**src/rtl/alu_bist.sv**
```systemverilog
// Built-in self-test initiator for the MIPS ALU: walks a fixed vector table onto the ALU
// inputs, waits for the ALU to settle, and checks result/zero against expected values.
module alu_bist #(
  parameter int unsigned DATA_WIDTH    = 32,
  parameter int unsigned SEL_WIDTH     = 4,
  parameter int unsigned SETTLE_CYCLES = 1,
  parameter int unsigned NUM_VECTORS   = 11
) (
  input  logic                  clk,
  input  logic                  rst,
  input  logic                  start,
  output logic [DATA_WIDTH-1:0] alu_operand1,
  output logic [DATA_WIDTH-1:0] alu_operand2,
  output logic [SEL_WIDTH-1:0]  alu_opSel,
  input  logic [DATA_WIDTH-1:0] alu_result,
  input  logic                  alu_zero,
  output logic                  busy,
  output logic                  done,
  output logic                  pass,
  output logic [3:0]            fail_count,
  output logic [3:0]            first_fail_idx,
  output logic [DATA_WIDTH-1:0] first_fail_result
);

  typedef enum logic [2:0] {StIdle, StDrive, StSettle, StCheck, StDone} state_e;

  typedef struct packed {
    logic [SEL_WIDTH-1:0]  op;
    logic [DATA_WIDTH-1:0] a;
    logic [DATA_WIDTH-1:0] b;
    logic [DATA_WIDTH-1:0] res;
    logic                  zero;
  } vec_t;

  localparam logic [3:0] OpAdd = 4'h0;
  localparam logic [3:0] OpSub = 4'h1;
  localparam logic [3:0] OpAnd = 4'h2;
  localparam logic [3:0] OpOr  = 4'h3;
  localparam logic [3:0] OpSlt = 4'h4;
  localparam logic [3:0] OpXor = 4'h5;
  localparam logic [3:0] OpNor = 4'h6;
  localparam logic [3:0] OpSll = 4'h7;
  localparam logic [3:0] OpSrl = 4'h8;
  localparam logic [3:0] OpSgt = 4'h9;

  localparam logic [3:0] LastIdx   = 4'(NUM_VECTORS - 1);
  localparam logic [2:0] SettleCnt = 3'(SETTLE_CYCLES - 1);

  function automatic vec_t mk(input logic [3:0] op, input logic [31:0] a, input logic [31:0] b,
                              input logic [31:0] res, input logic zero);
    vec_t v;
    v.op   = SEL_WIDTH'(op);
    v.a    = DATA_WIDTH'(a);
    v.b    = DATA_WIDTH'(b);
    v.res  = DATA_WIDTH'(res);
    v.zero = zero;
    return v;
  endfunction

  function automatic vec_t vector_at(input logic [3:0] idx);
    vec_t v;
    v = '0;
    case (idx)
      4'd0:    v = mk(OpAdd, 32'h0000000A, 32'h00000005, 32'h0000000F, 1'b0);
      4'd1:    v = mk(OpSub, 32'h0000000F, 32'h00000005, 32'h0000000A, 1'b0);
      4'd2:    v = mk(OpAnd, 32'h0F0F0F0F, 32'hF0F0F0F0, 32'h00000000, 1'b1);
      4'd3:    v = mk(OpOr,  32'h0F0F0F0F, 32'hF0F0F0F0, 32'hFFFFFFFF, 1'b0);
      4'd4:    v = mk(OpSlt, 32'h0000000A, 32'h0000000B, 32'h00000001, 1'b0);
      4'd5:    v = mk(OpXor, 32'hFFFFFFFF, 32'hAAAAAAAA, 32'h55555555, 1'b0);
      4'd6:    v = mk(OpNor, 32'h00000000, 32'hFFFFFFFF, 32'h00000000, 1'b1);
      4'd7:    v = mk(OpSll, 32'h00000001, 32'h00000004, 32'h00000008, 1'b0);
      4'd8:    v = mk(OpSrl, 32'h00000002, 32'h00000010, 32'h00000004, 1'b0);
      4'd9:    v = mk(OpSgt, 32'h0000000F, 32'h0000000A, 32'h00000001, 1'b0);
      4'd10:   v = mk(OpSub, 32'h12345678, 32'h12345678, 32'h00000000, 1'b1);
      default: v = '0;
    endcase
    return v;
  endfunction

  state_e                state_q, state_d;
  logic [3:0]            idx_q, idx_d;
  logic [2:0]            cnt_q, cnt_d;
  logic [DATA_WIDTH-1:0] op1_q, op1_d, op2_q, op2_d;
  logic [SEL_WIDTH-1:0]  sel_q, sel_d;
  logic                  busy_q, busy_d, done_q, done_d, pass_q, pass_d;
  logic [3:0]            fcnt_q, fcnt_d, fidx_q, fidx_d;
  logic [DATA_WIDTH-1:0] fres_q, fres_d;
  vec_t                  vec;
  logic                  mismatch;

  assign vec      = vector_at(idx_q);
  assign mismatch = (alu_result != vec.res) || (alu_zero != vec.zero);

  // Next-state and registered-output computation; every register holds by default.
  always_comb begin
    state_d = state_q;
    idx_d   = idx_q;
    cnt_d   = cnt_q;
    op1_d   = op1_q;
    op2_d   = op2_q;
    sel_d   = sel_q;
    busy_d  = busy_q;
    done_d  = done_q;
    pass_d  = pass_q;
    fcnt_d  = fcnt_q;
    fidx_d  = fidx_q;
    fres_d  = fres_q;
    case (state_q)
      StIdle, StDone: begin
        if (state_q == StDone) begin
          busy_d = 1'b0;
          done_d = 1'b1;
          pass_d = (fcnt_q == 4'd0);
        end
        if (start) begin
          state_d = StDrive;
          busy_d  = 1'b1;
          done_d  = 1'b0;
          pass_d  = 1'b0;
          fcnt_d  = 4'd0;
          fidx_d  = 4'hF;
          fres_d  = '0;
          idx_d   = 4'd0;
        end
      end
      StDrive: begin
        op1_d   = vec.a;
        op2_d   = vec.b;
        sel_d   = vec.op;
        cnt_d   = SettleCnt;
        state_d = StSettle;
      end
      StSettle: begin
        if (cnt_q == 3'd0) state_d = StCheck;
        else               cnt_d   = cnt_q - 3'd1;
      end
      StCheck: begin
        if (mismatch) begin
          if (fcnt_q != 4'hF) fcnt_d = fcnt_q + 4'd1;
          // Only the first failure of the run is recorded.
          if (fcnt_q == 4'd0) begin
            fidx_d = idx_q;
            fres_d = alu_result;
          end
        end
        if (idx_q == LastIdx) begin
          state_d = StDone;
          op1_d   = '0;
          op2_d   = '0;
          sel_d   = '0;
        end else begin
          idx_d   = idx_q + 4'd1;
          state_d = StDrive;
        end
      end
      default: state_d = StIdle;
    endcase
  end

  // State and output registers with synchronous reset.
  always_ff @(posedge clk) begin
    if (rst) begin
      state_q <= StIdle;
      idx_q   <= 4'd0;
      cnt_q   <= 3'd0;
      op1_q   <= '0;
      op2_q   <= '0;
      sel_q   <= '0;
      busy_q  <= 1'b0;
      done_q  <= 1'b0;
      pass_q  <= 1'b0;
      fcnt_q  <= 4'd0;
      fidx_q  <= 4'hF;
      fres_q  <= '0;
    end else begin
      state_q <= state_d;
      idx_q   <= idx_d;
      cnt_q   <= cnt_d;
      op1_q   <= op1_d;
      op2_q   <= op2_d;
      sel_q   <= sel_d;
      busy_q  <= busy_d;
      done_q  <= done_d;
      pass_q  <= pass_d;
      fcnt_q  <= fcnt_d;
      fidx_q  <= fidx_d;
      fres_q  <= fres_d;
    end
  end

  assign alu_operand1      = op1_q;
  assign alu_operand2      = op2_q;
  assign alu_opSel         = sel_q;
  assign busy              = busy_q;
  assign done              = done_q;
  assign pass              = pass_q;
  assign fail_count        = fcnt_q;
  assign first_fail_idx    = fidx_q;
  assign first_fail_result = fres_q;

endmodule
```
**config.mk**
```make
export PLATFORM = sky130hd
export DESIGN_NAME = alu_bist
export DESIGN_NICKNAME = d
export VERILOG_FILES = /design/src/rtl/alu_bist.sv
export SDC_FILE = /design/constraint.sdc
export NUM_CORES = 1
export LEC_CHECK = 0
export ABC_AREA = 0
export CAP_MARGIN = 10
export CORE_MARGIN = 3
export CORE_UTILIZATION = 47
export CTS_BUF_LIST = sky130_fd_sc_hd__clkbuf_16
export CTS_CLUSTER_DIAMETER = 200
export DETAILED_ROUTE_END_ITERATION = 16
export PLACE_DENSITY = 0.84
export SYNTH_ARGS = -nofsm -noshare
export SYNTH_HDL_FRONTEND = slang
export SYNTH_SLANG_ARGS = --single-unit
```
**constraint.sdc**
```tcl
create_clock -name clk -period 3.5 [get_ports clk]
set_clock_uncertainty 0.1 [all_clocks]
set_input_delay 0.35 -clock clk [delete_from_list [all_inputs] [get_ports clk]]
set_output_delay 0.35 -clock clk [all_outputs]
set_load 0.05 [all_outputs]
```
# == After elaboration in Yosys (flattened, before gate mapping) ==
# Memories as Yosys holds them, arrays and structs flattened. A register that Yosys moved wholly into a read port is not among the register bits.
# Cells that the tools add are included.
# totals
word_cells,81
output_inout_bits,111
latch_bits,0
n_memories,1
in_bits,36
register_bits,121
rom_bits,1616
ram_bits,0
# mem_list
name,words,width,read_ports,rd_ports_with_merged_regs,wr,line_no,text
(name not given),16,101,1,1,0,63,case (idx)
# classes
shifts,0
n_eq_ne,16
n_mux,33
div_mod_pow,0
n_bitwise,0
n_mul,0
order_cmp,0
addsub,3
reduce_logical,16
# ops
cell,n
one-hot mux 32 bit (2 select lines),3
2-to-1 mux 32 bit,4
2-to-1 mux 4 bit,10
!= test 32 bit,1
one-hot mux 4 bit (2 select lines),4
"!= test 2 bit, second input constant",8
2-to-1 mux 3 bit,4
one-hot mux 3 bit (4 select lines),1
"adder 4 x 1 -> 4 bit, second input constant",2
AND reduction 2 bit,4
AND reduction 4 bit,2
nonzero test 2 bit,4
"equality test 3 x 2 -> 1 bit, second input constant",2
zero test 3 bit,2
2-to-1 mux 1 bit,6
one-hot mux 3 bit (2 select lines),1
"equality test 4 bit, second input constant",1
zero test 4 bit,1
"!= test 4 bit, second input constant",1
"equality test 3 x 1 -> 1 bit, second input constant",1
"equality test 3 bit, second input constant",1
AND reduction 3 bit,1
"subtractor 3 x 1 -> 3 bit, second input constant",1
OR reduction 2 bit,1
2 further kinds,2

# == Depth between registers and ports, before layout ==
# Gate-level depths: netlist (run 1).
# logic_depth
word_depth,6
depth_mapped,13

# == Worst setup path after synthesis (run 1) ==
# OpenSTA, ideal clock, no wires.
# synth_timing
path_kind,register to register
from,register state_q[2]
to,"register, netlist name vec[34]"
slack_ps,1043
t_arrival_ps,2292
stages_incl_launch_ff,13
n_path_buf,3
period_less_slack_ps,2457
cell_sequence,dfxtp_1 buf_4 and3b_1 buf_2 mux2i_1 a21oi_1 or2_0 clkbuf_1 inv_1 ha_1 a2111oi_0 a31oi_1 nor2_1
# synth_via
elab_chain_len,6
# synth_lines
item,line_no,text
start: declaration,80,"state_e state_q, state_d;"
start signal: assignment,163,state_q <= StIdle;
start signal: assignment,176,state_q <= state_d;
equality test 3 bit or zero test 3 bit (tied branches),108,case (state_q)
OR reduction 2 bit,108,
!= test 2 bit (no line) or nonzero test 2 bit (tied branches),n/a,
AND reduction 3 bit (no line),n/a,
2-to-1 mux 4 bit (no line) * (2 in a row),n/a,
# Every way passes the cells marked *; elsewhere a longest branch is shown, timed or not.
# A chain may end at the register's enable or synchronous reset.

# == Final worst setup path (run 1) ==
# layout_timing
from,register state_q[0]
to,"register, netlist name vec[34]"
# layout_via
elab_chain_len,6
# layout_lines
item,line_no
equality test 3 bit or zero test 3 bit (tied branches),108
OR reduction 2 bit,108
!= test 2 bit (no line) or nonzero test 2 bit (tied branches),n/a
AND reduction 3 bit (no line),n/a
2-to-1 mux 4 bit (no line) * (2 in a row),n/a
# Marks and branches as above.

==> run summary, run 1 <==
Routed WL per cell -> 15.83 um
Final worst path period share -> 0.8442
Cells along the critical path -> and3b_1 > buf_4 > mux2i_1 > a211o_1 > inv_1 > ha_1 > a2111oi_0 > a31oi_1 > nor2_1
PostCTS Resize Cnt -> 0
Clk slew on worst S/H paths -> 70 ps
Critical path arrival -> 3130 ps
Residual DRC -> 0
Final worst slack -> 545.3 ps
Num CTS Buffers -> 9
Die Y -> 108.3 um
Req. time, crit path -> 3680 ps
Top cells by area, synth -> dfxtp_1, buf_4, nand2_1, a21oi_1, a22oi_1
Max_cap viols -> 0
# Post-CTS Setup Buffers -> 0
Antenna diodes -> 0
Max Slew Vio Count -> 0
Hold_sp -> first_fail_result[17]$_SDFFE_PP0P_
Seq/Total Area, Yosys -> 0.4478
Initial core utilization -> 0.4940
Core area -> 0.009955 sq mm
Htree depth -> 3
Reg-to-reg critical path startpoint -> state_q[0]$_SDFFE_PP0P_
GRT Overall Usage -> 0.2160
WHS -> 356.4 ps
Biggest area consumer among synthesized cells -> dfxtp_1
Measured slew at the worst slew-check pin -> 597.3 ps
Syn Nets -> 621
P_int -> 1.915 mW
Util after Layout -> 0.6423
Insertion delay to the later sink of the worst-skew pair -> 340 ps
Reg2reg path depth -> 9
Initial DRC count -> 395
Finished layout cell area -> 0.006394 sq mm
Synth cell types -> 55
Hold Vio Cnt, Final -> 0
Critical path launch point -> state_q[0]$_SDFFE_PP0P_
Final setup vio count -> 0
CP startpoint kind -> register
Hpwl dp -> 9081 um
RSZ-0062 raised after global routing -> false
Ports -> 147
Site Rows -> 36
P per Cell Area -> 419.9 mW/mm^2
Leak -> 2.334 nW
Vias in the first global route -> 4107
Synth Flop Type -> dfxtp_1
CTS Hold Bufs -> 0
Die Footprint -> 0.01173 sq mm
VDD IR-drop max -> 0.2200 mV
Slew Limit Headroom -> 0.5987
DR vias -> 4395
P_sw -> 769.8 uW
Count of input and output buffers -> 146
Fin nets -> 709
Bufs on Longest Clock Path -> 2
Worst min path class -> reg2reg
DRT antenna net count -> 0
Fmax -> 338.4 MHz
FF+latch count, synth -> 110
Clock power share -> 0.362
Ys async rst share -> 0
Sequential share of power -> 0.487
Maximum fanout along the worst path -> 39
P&R area growth vs syn -> 30.03%
R2r endpoint -> vec[34]$_DFF_P_
Synthesized area -> 0.004917 sq mm
Placed Area -> 0.006110 sq mm
Routed WL -> 12640 um
CTS tree -> done
Critical path's slowest cell -> dfxtp_1
Yosys warns -> 0
Layout cells sized above 1 -> 0.07218
CP Class -> reg2reg
CP endpoint -> vec[34]$_DFF_P_
DRT Pass-1 Iters -> 5
Status -> complete, no violations
Gp weighted congestion -> 0.9437
Pin count of the biggest net entering global routing -> 52
CP endpoint kind -> register
Grt total ovfl -> 0
First-pass GRT wire length -> 20400 um
Vias per Instance -> 5.508
Antenna violations before repair -> 0
Setup Total Neg Slack -> 0 ps
Sw Share -> 0.2867
Final period demand of the worst path -> 2955 ps
Place WS -> 478.3 ps
Max stage delay on crit path -> 570 ps
# clock sinks -> 110
Cell count after synthesis -> 572
Die Span X -> 108.3 um
Number of flops mapped to enable cells by yosys -> 0
Syn_area_per_cell -> 8.597 sq um
Root Buffer -> clkbuf_16
Combinational share of power -> 0.151
R2R setup slack -> 550 ps
Top-area cell type share of the netlist area -> 0.4478
[cells in the mapped netlist (all sizes together) (3+ instances only)]
cell    number
buf         59
o21ai       12
mux2i        4
and2         6
inv         17
a21oi       47
nand3       10
nor4         6
ha          13
xor2         6
o21a         5
and3         5
or4          3
dfxtp      110
nor2b        6
nand2b       5
nor3        17
or3          5
nor2        50
a22oi       25
nand2       66
or2         14
nand4       24
clkbuf      20
o31ai        6
o21bai       5
[per-layer routing]
| metal | global-route usage | vias to the layer above | share of wire |
|---|---|---|---|
| met5 | 0 | - | 0 |
| met4 | 0.07845 | 0 | 0.021 |
| met3 | 0.04060 | 25 | 0.065 |
| met2 | 0.3721 | 194 | 0.50 |
| met1 | 0.2693 | 2058 | 0.42 |
| li1 | - | 2118 | - |
[flip-flops by register name, summed over array words and instances (netlist names), 4 cells and up]
signal / count
first_fail_idx: 4
alu_operand2: 13
idx_q: 4
alu_operand1: 8
vec: 32
fail_count: 4
first_fail_result: 32
alu_opSel: 4
[critical path, delay by kind of cell (launching register included)]
kind | cells | cell delay [ps]
buffers and inverters | 2 | 550
and+or+nand+nor | 2 | 390
adders and majority gates | 1 | 240
muxes | 1 | 240
DFF | 1 | 570
AOI/OAI and AO/OA | 3 | 800
[cell usage in the layout, fill, tap and decap left out, drive strengths merged, types with 6 or more instances in the layout]
master         count
or2               14
and2               6
clkdlybuf4s50    145
nand4             24
nor2b              6
clkbuf             9
ha                13
o21ai             12
o31ai              6
a22oi             25
inv               19
nand2             66
nor4               6
xor2               6
nand3             10
dfxtp            110
nor3              17
buf               11
a21oi             47
nor2              50
[layout make-up]
cell class                 count  area, sq um
clock inverter                 7        58.81
clock buffer                   9        225.2
multi-input combinational    366         2146
inverter                      17        63.81
sequential                   110         2202
tap                          133        166.4
timing repair buffer         156         1531
fill                         807         3561
[cell families after synthesis]
family	synth area share
compound gates	0.1545
xor+xnor	0.01247
fa+ha+maj	0.03308
buf+inv	0.1165
flops	0.4478
mux	0.008143
simple gates	0.2275
[power groups by stage]
stage | Combinational (mW) | Sequential (mW) | Clock [mW]
after global routing | 0.438 | 1.31 | 1.03
final | 0.406 | 1.31 | 0.971
after CTS | 0.405 | 1.31 | 0.987
after global placement | 0.392 | 1.34 | 0
after floorplan | 0.227 | 1.39 | 0
after detailed placement | 0.402 | 1.34 | 0
[worst min path at each step]
stage / endpoint / cells after the start
floorplan: alu_opSel[0]$_SDFFE_PP0P_ / 2
global placement: first_fail_result[30]$_SDFFE_PP0P_ / 2
detailed placement: first_fail_result[6]$_SDFFE_PP0P_ / 2
CTS: first_fail_result[6]$_SDFFE_PP0P_ / 2
global route: first_fail_result[1]$_SDFFE_PP0P_ / 2
finish: first_fail_result[17]$_SDFFE_PP0P_ / 2
[stage by stage]
stage / total power [mW] / cells
floorplan: 1.613 / 572
global placement: 1.728 / 782
detailed placement: 1.740 / 782
CTS: 2.700 / 798
global route: 2.785 / 798
finish: 2.685 / 798
Power figures use the tool's default switching activity.
==> run 2: changes to the inputs <==
--- a/config.mk
+++ b/config.mk
@@ -8,11 +8,11 @@
 export ABC_AREA = 0
 export CAP_MARGIN = 10
 export CORE_MARGIN = 3
-export CORE_UTILIZATION = 47
+export CORE_UTILIZATION = 43
 export CTS_BUF_LIST = sky130_fd_sc_hd__clkbuf_16
 export CTS_CLUSTER_DIAMETER = 200
 export DETAILED_ROUTE_END_ITERATION = 16
-export PLACE_DENSITY = 0.84
+export PLACE_DENSITY = 0.81
 export SYNTH_ARGS = -nofsm -noshare
 export SYNTH_HDL_FRONTEND = slang
 export SYNTH_SLANG_ARGS = --single-unit
==> constraint.sdc (replaced) <==
create_clock -name clk -period 2.5 [get_ports clk]
set_clock_uncertainty 0.1 [all_clocks]
set_input_delay 0.25 -clock clk [delete_from_list [all_inputs] [get_ports clk]]
set_output_delay 0.25 -clock clk [all_outputs]
set_load 0.05 [all_outputs]
==> run 2 against run 1 <==
Against the previous run:
- flip-flop and latch count unchanged
- largest power group unchanged
- register-to-register slack worse by 430 ps
- sequential share of layout area down 1.9 points
- cell area up 6.0%
- critical endpoint is now vec[1]$_DFF_P_
- core utilization down 2.5 points
- critical path type unchanged
==> run summary, run 2 (synthesis gave the netlist of run 1 again) <==
Fin nets -> 748 (was 709)
Measured slew at the worst slew-check pin -> 1148 ps (was 597.3 ps)
Routed WL per cell -> 15.85 um (was 15.83 um)
Sw Share -> 0.2562 (was 0.2867)
Combinational share of power -> 0.161 (was 0.151)
Die Footprint -> 0.01275 sq mm (was 0.01173 sq mm)
Global Route met2 Usage -> 0.3622 (was 0.3721)
P&R area growth vs syn -> 37.84% (was 30.03%)
First-pass GRT wire length -> 21760 um (was 20400 um)
Critical path arrival -> 2540 ps (was 3130 ps)
Slew Limit Headroom -> 0.2347 (was 0.5987)
Final worst path period share -> 0.9531 (was 0.8442)
Final Power -> 4.060 mW (was 2.685 mW)
GRT Overall Usage -> 0.2059 (was 0.2160)
P per Cell Area -> 599.0 mW/mm^2 (was 419.9 mW/mm^2)
Root Buffer -> clkbuf_16 (unchanged)
Ports -> 147 (unchanged)
Worst min path class -> in2reg (was reg2reg)
DRT antenna net count -> 0 (unchanged)
DR vias -> 4564 (was 4395)
Final worst slack -> 117.3 ps (was 545.3 ps)
Residual DRC -> 0 (unchanged)
Die Span X -> 112.9 um (was 108.3 um)
Fmax -> 419.7 MHz (was 338.4 MHz)
Commonest non-fill, non-tap cell in the layout -> clkdlybuf4s50_1 (unchanged)
P_sw -> 1.040 mW (was 769.8 uW)
Vias per Instance -> 5.408 (was 5.508)
Placed Area -> 0.006424 sq mm (was 0.006110 sq mm)
Max Slew Vio Count -> 0 (unchanged)
Met3 Track Usage GR -> 0.03583 (was 0.04060)
GRT met1 Usage -> 0.2487 (was 0.2693)
Num CTS Buffers -> 9 (unchanged)
Clock power share -> 0.392 (was 0.362)
Clk slew on worst S/H paths -> 70 ps (about the same)
Final period demand of the worst path -> 2383 ps (was 2955 ps)
Pin count of the biggest net entering global routing -> 56 (was 52)
Max_cap viols -> 0 (unchanged)
Sequential share of power -> 0.447 (was 0.487)
Hpwl dp -> 10040 um (was 9081 um)
Final setup vio count -> 0 (unchanged)
Place WS -> -113.0 ps (was 478.3 ps)
Vias in the first global route -> 4489 (was 4107)
CP endpoint kind -> register (unchanged)
Core area -> 0.01098 sq mm (was 0.009955 sq mm)
Maximum fanout along the worst path -> 6 (was 39)
Initial core utilization -> 0.4477 (was 0.4940)
Htree depth -> 3 (unchanged)
CTS tree -> done (unchanged)
DRT Pass-1 Iters -> 5 (unchanged)
Status -> complete, no violations (unchanged)
CP Class -> reg2reg (unchanged)
Most frequent cells in the layout -> clkdlybuf4s50_1, dfxtp_1, nand2_1, nor2_1, buf_4 (was clkdlybuf4s50_1, dfxtp_1, nand2_1, nor2_1, a21oi_1)
Insertion delay to the later sink of the worst-skew pair -> 340 ps (about the same)
Leak -> 2.568 nW (was 2.334 nW)
Grt total ovfl -> 0 (unchanged)
Bufs on Longest Clock Path -> 2 (unchanged)
Antenna violations before repair -> 0 (unchanged)
Antenna diodes -> 0 (unchanged)
Routed WL -> 13380 um (was 12640 um)
Die Y -> 112.9 um (was 108.3 um)
Hold Vio Cnt, Final -> 0 (unchanged)
Layout cells sized above 1 -> 0.1293 (was 0.07218)
CP startpoint kind -> register (unchanged)
P_int -> 3.020 mW (was 1.915 mW)
Gp weighted congestion -> 0.9163 (was 0.9437)
Req. time, crit path -> 2660 ps (was 3680 ps)
Finished layout cell area -> 0.006778 sq mm (was 0.006394 sq mm)
GR peak layer -> met2 (unchanged)
VDD IR-drop max -> 0.4125 mV (was 0.2200 mV)
# clock sinks -> 110 (unchanged)
Site Rows -> 38 (was 36)
Count of input and output buffers -> 146 (unchanged)
Initial DRC count -> 287 (was 395)
==> run 2: changes by cell type in the layout (fill, tap and decap cells not counted), sizes merged <==
cell	before	now
inv	19	18
buf	11	50
clkinvlp	3	0
clkinv	2	3
bufinv	0	3
==> run 2: layout make-up <==
type | instances | area, sq um
well taps | 140 | 175.2
multi-input cells | 366 | 2162
fillers | 877 | 4205
repair buffers | 195 | 1837
inverters | 17 | 63.81
flip-flops and latches | 110 | 2203
clock buffers | 9 | 225.2
clock inverters | 7 | 111.4
==> run 2: power by group through the flow <==
stage / sequential [mW] / clock [mW] / combinational [mW]
6_report: 1.82 / 1.59 / 0.654
5_1_grt: 1.82 / 1.68 / 0.704
4_1_cts: 1.82 / 1.61 / 0.646
3_5_place_dp: 1.86 / 0 / 0.642
3_3_place_gp: 1.86 / 0 / 0.623
2_1_floorplan: 1.94 / 0 / 0.318
==> run 2: repair_timing <==
action                                  in CTS  in global routing
endpoints found under the setup margin       1                 17
setup buffers                                0                  0
cloned                                       0                  0
hold buffers                                 0                  0
resized for setup                            1                  8
==> run 2: path summary, 6_finish.rpt <==
check	from	endpoint	slack, ps	cells past startpoint
min	rst	alu_operand2[18]$_SDFFE_PP0P_	280	2
max	idx_q[0]$_SDFFE_PP0N_	vec[1]$_DFF_P_	120	11
max reg2reg	idx_q[0]$_SDFFE_PP0N_	vec[1]$_DFF_P_	120	11
min reg2reg	first_fail_result[31]$_SDFFE_PP0P_	first_fail_result[31]$_SDFFE_PP0P_	360	2
==> run 2: through the flow <==
stage | cells | setup TNS, ps | hold slack [ps] | utilization
2_1_floorplan | 572 | 0 | 304.3 | -
3_3_place_gp | 828 | -565.3 | 342.9 | 0.5849
3_5_place_dp | 828 | -2228 | 348.6 | 0.5849
4_1_cts | 844 | 0 | 268.0 | 0.6155
5_1_grt | 844 | -10.10 | 293.2 | 0.6171
6_report | 844 | 0 | 284.5 | 0.6171
==> run 2: critical path: stages, from the launching register on <==
cell     delay [ps]
dfxtp_1         340
inv_1            50
ha_1            200
and3b_2         260
nor3_1          160
a21oi_1          80
or2_1           260
buf_4           160
ha_1            340
nand2_1          80
o21ai_0          80
a21oi_1         180
==> run 2: routing by layer <==
metal | vias to the layer above | part of all wire
met5 | - | 0
met2 | 189 | 0.51
met3 | 42 | 0.057
met1 | 2147 | 0.40
met4 | 0 | 0.029
li1 | 2186 | -
==> run 3: changes to the inputs <==
--- a/config.mk
+++ b/config.mk
@@ -13,6 +13,8 @@
 export CTS_CLUSTER_DIAMETER = 200
 export DETAILED_ROUTE_END_ITERATION = 16
 export PLACE_DENSITY = 0.81
+export SKIP_CTS_REPAIR_TIMING = 1
+export SLEW_MARGIN = 0
 export SYNTH_ARGS = -nofsm -noshare
 export SYNTH_HDL_FRONTEND = slang
 export SYNTH_SLANG_ARGS = --single-unit
==> results of run 3 <==
No change in the layout: final DEF, timing and power equal those of run 2.
Among the figures that moved: wire length of the first global-routing pass 21760 um -> 21780 um; via count of the first global-routing pass 4489 -> 4492; overall routing resource usage 0.2059 -> 0.2060; met2 usage 0.3622 -> 0.3626
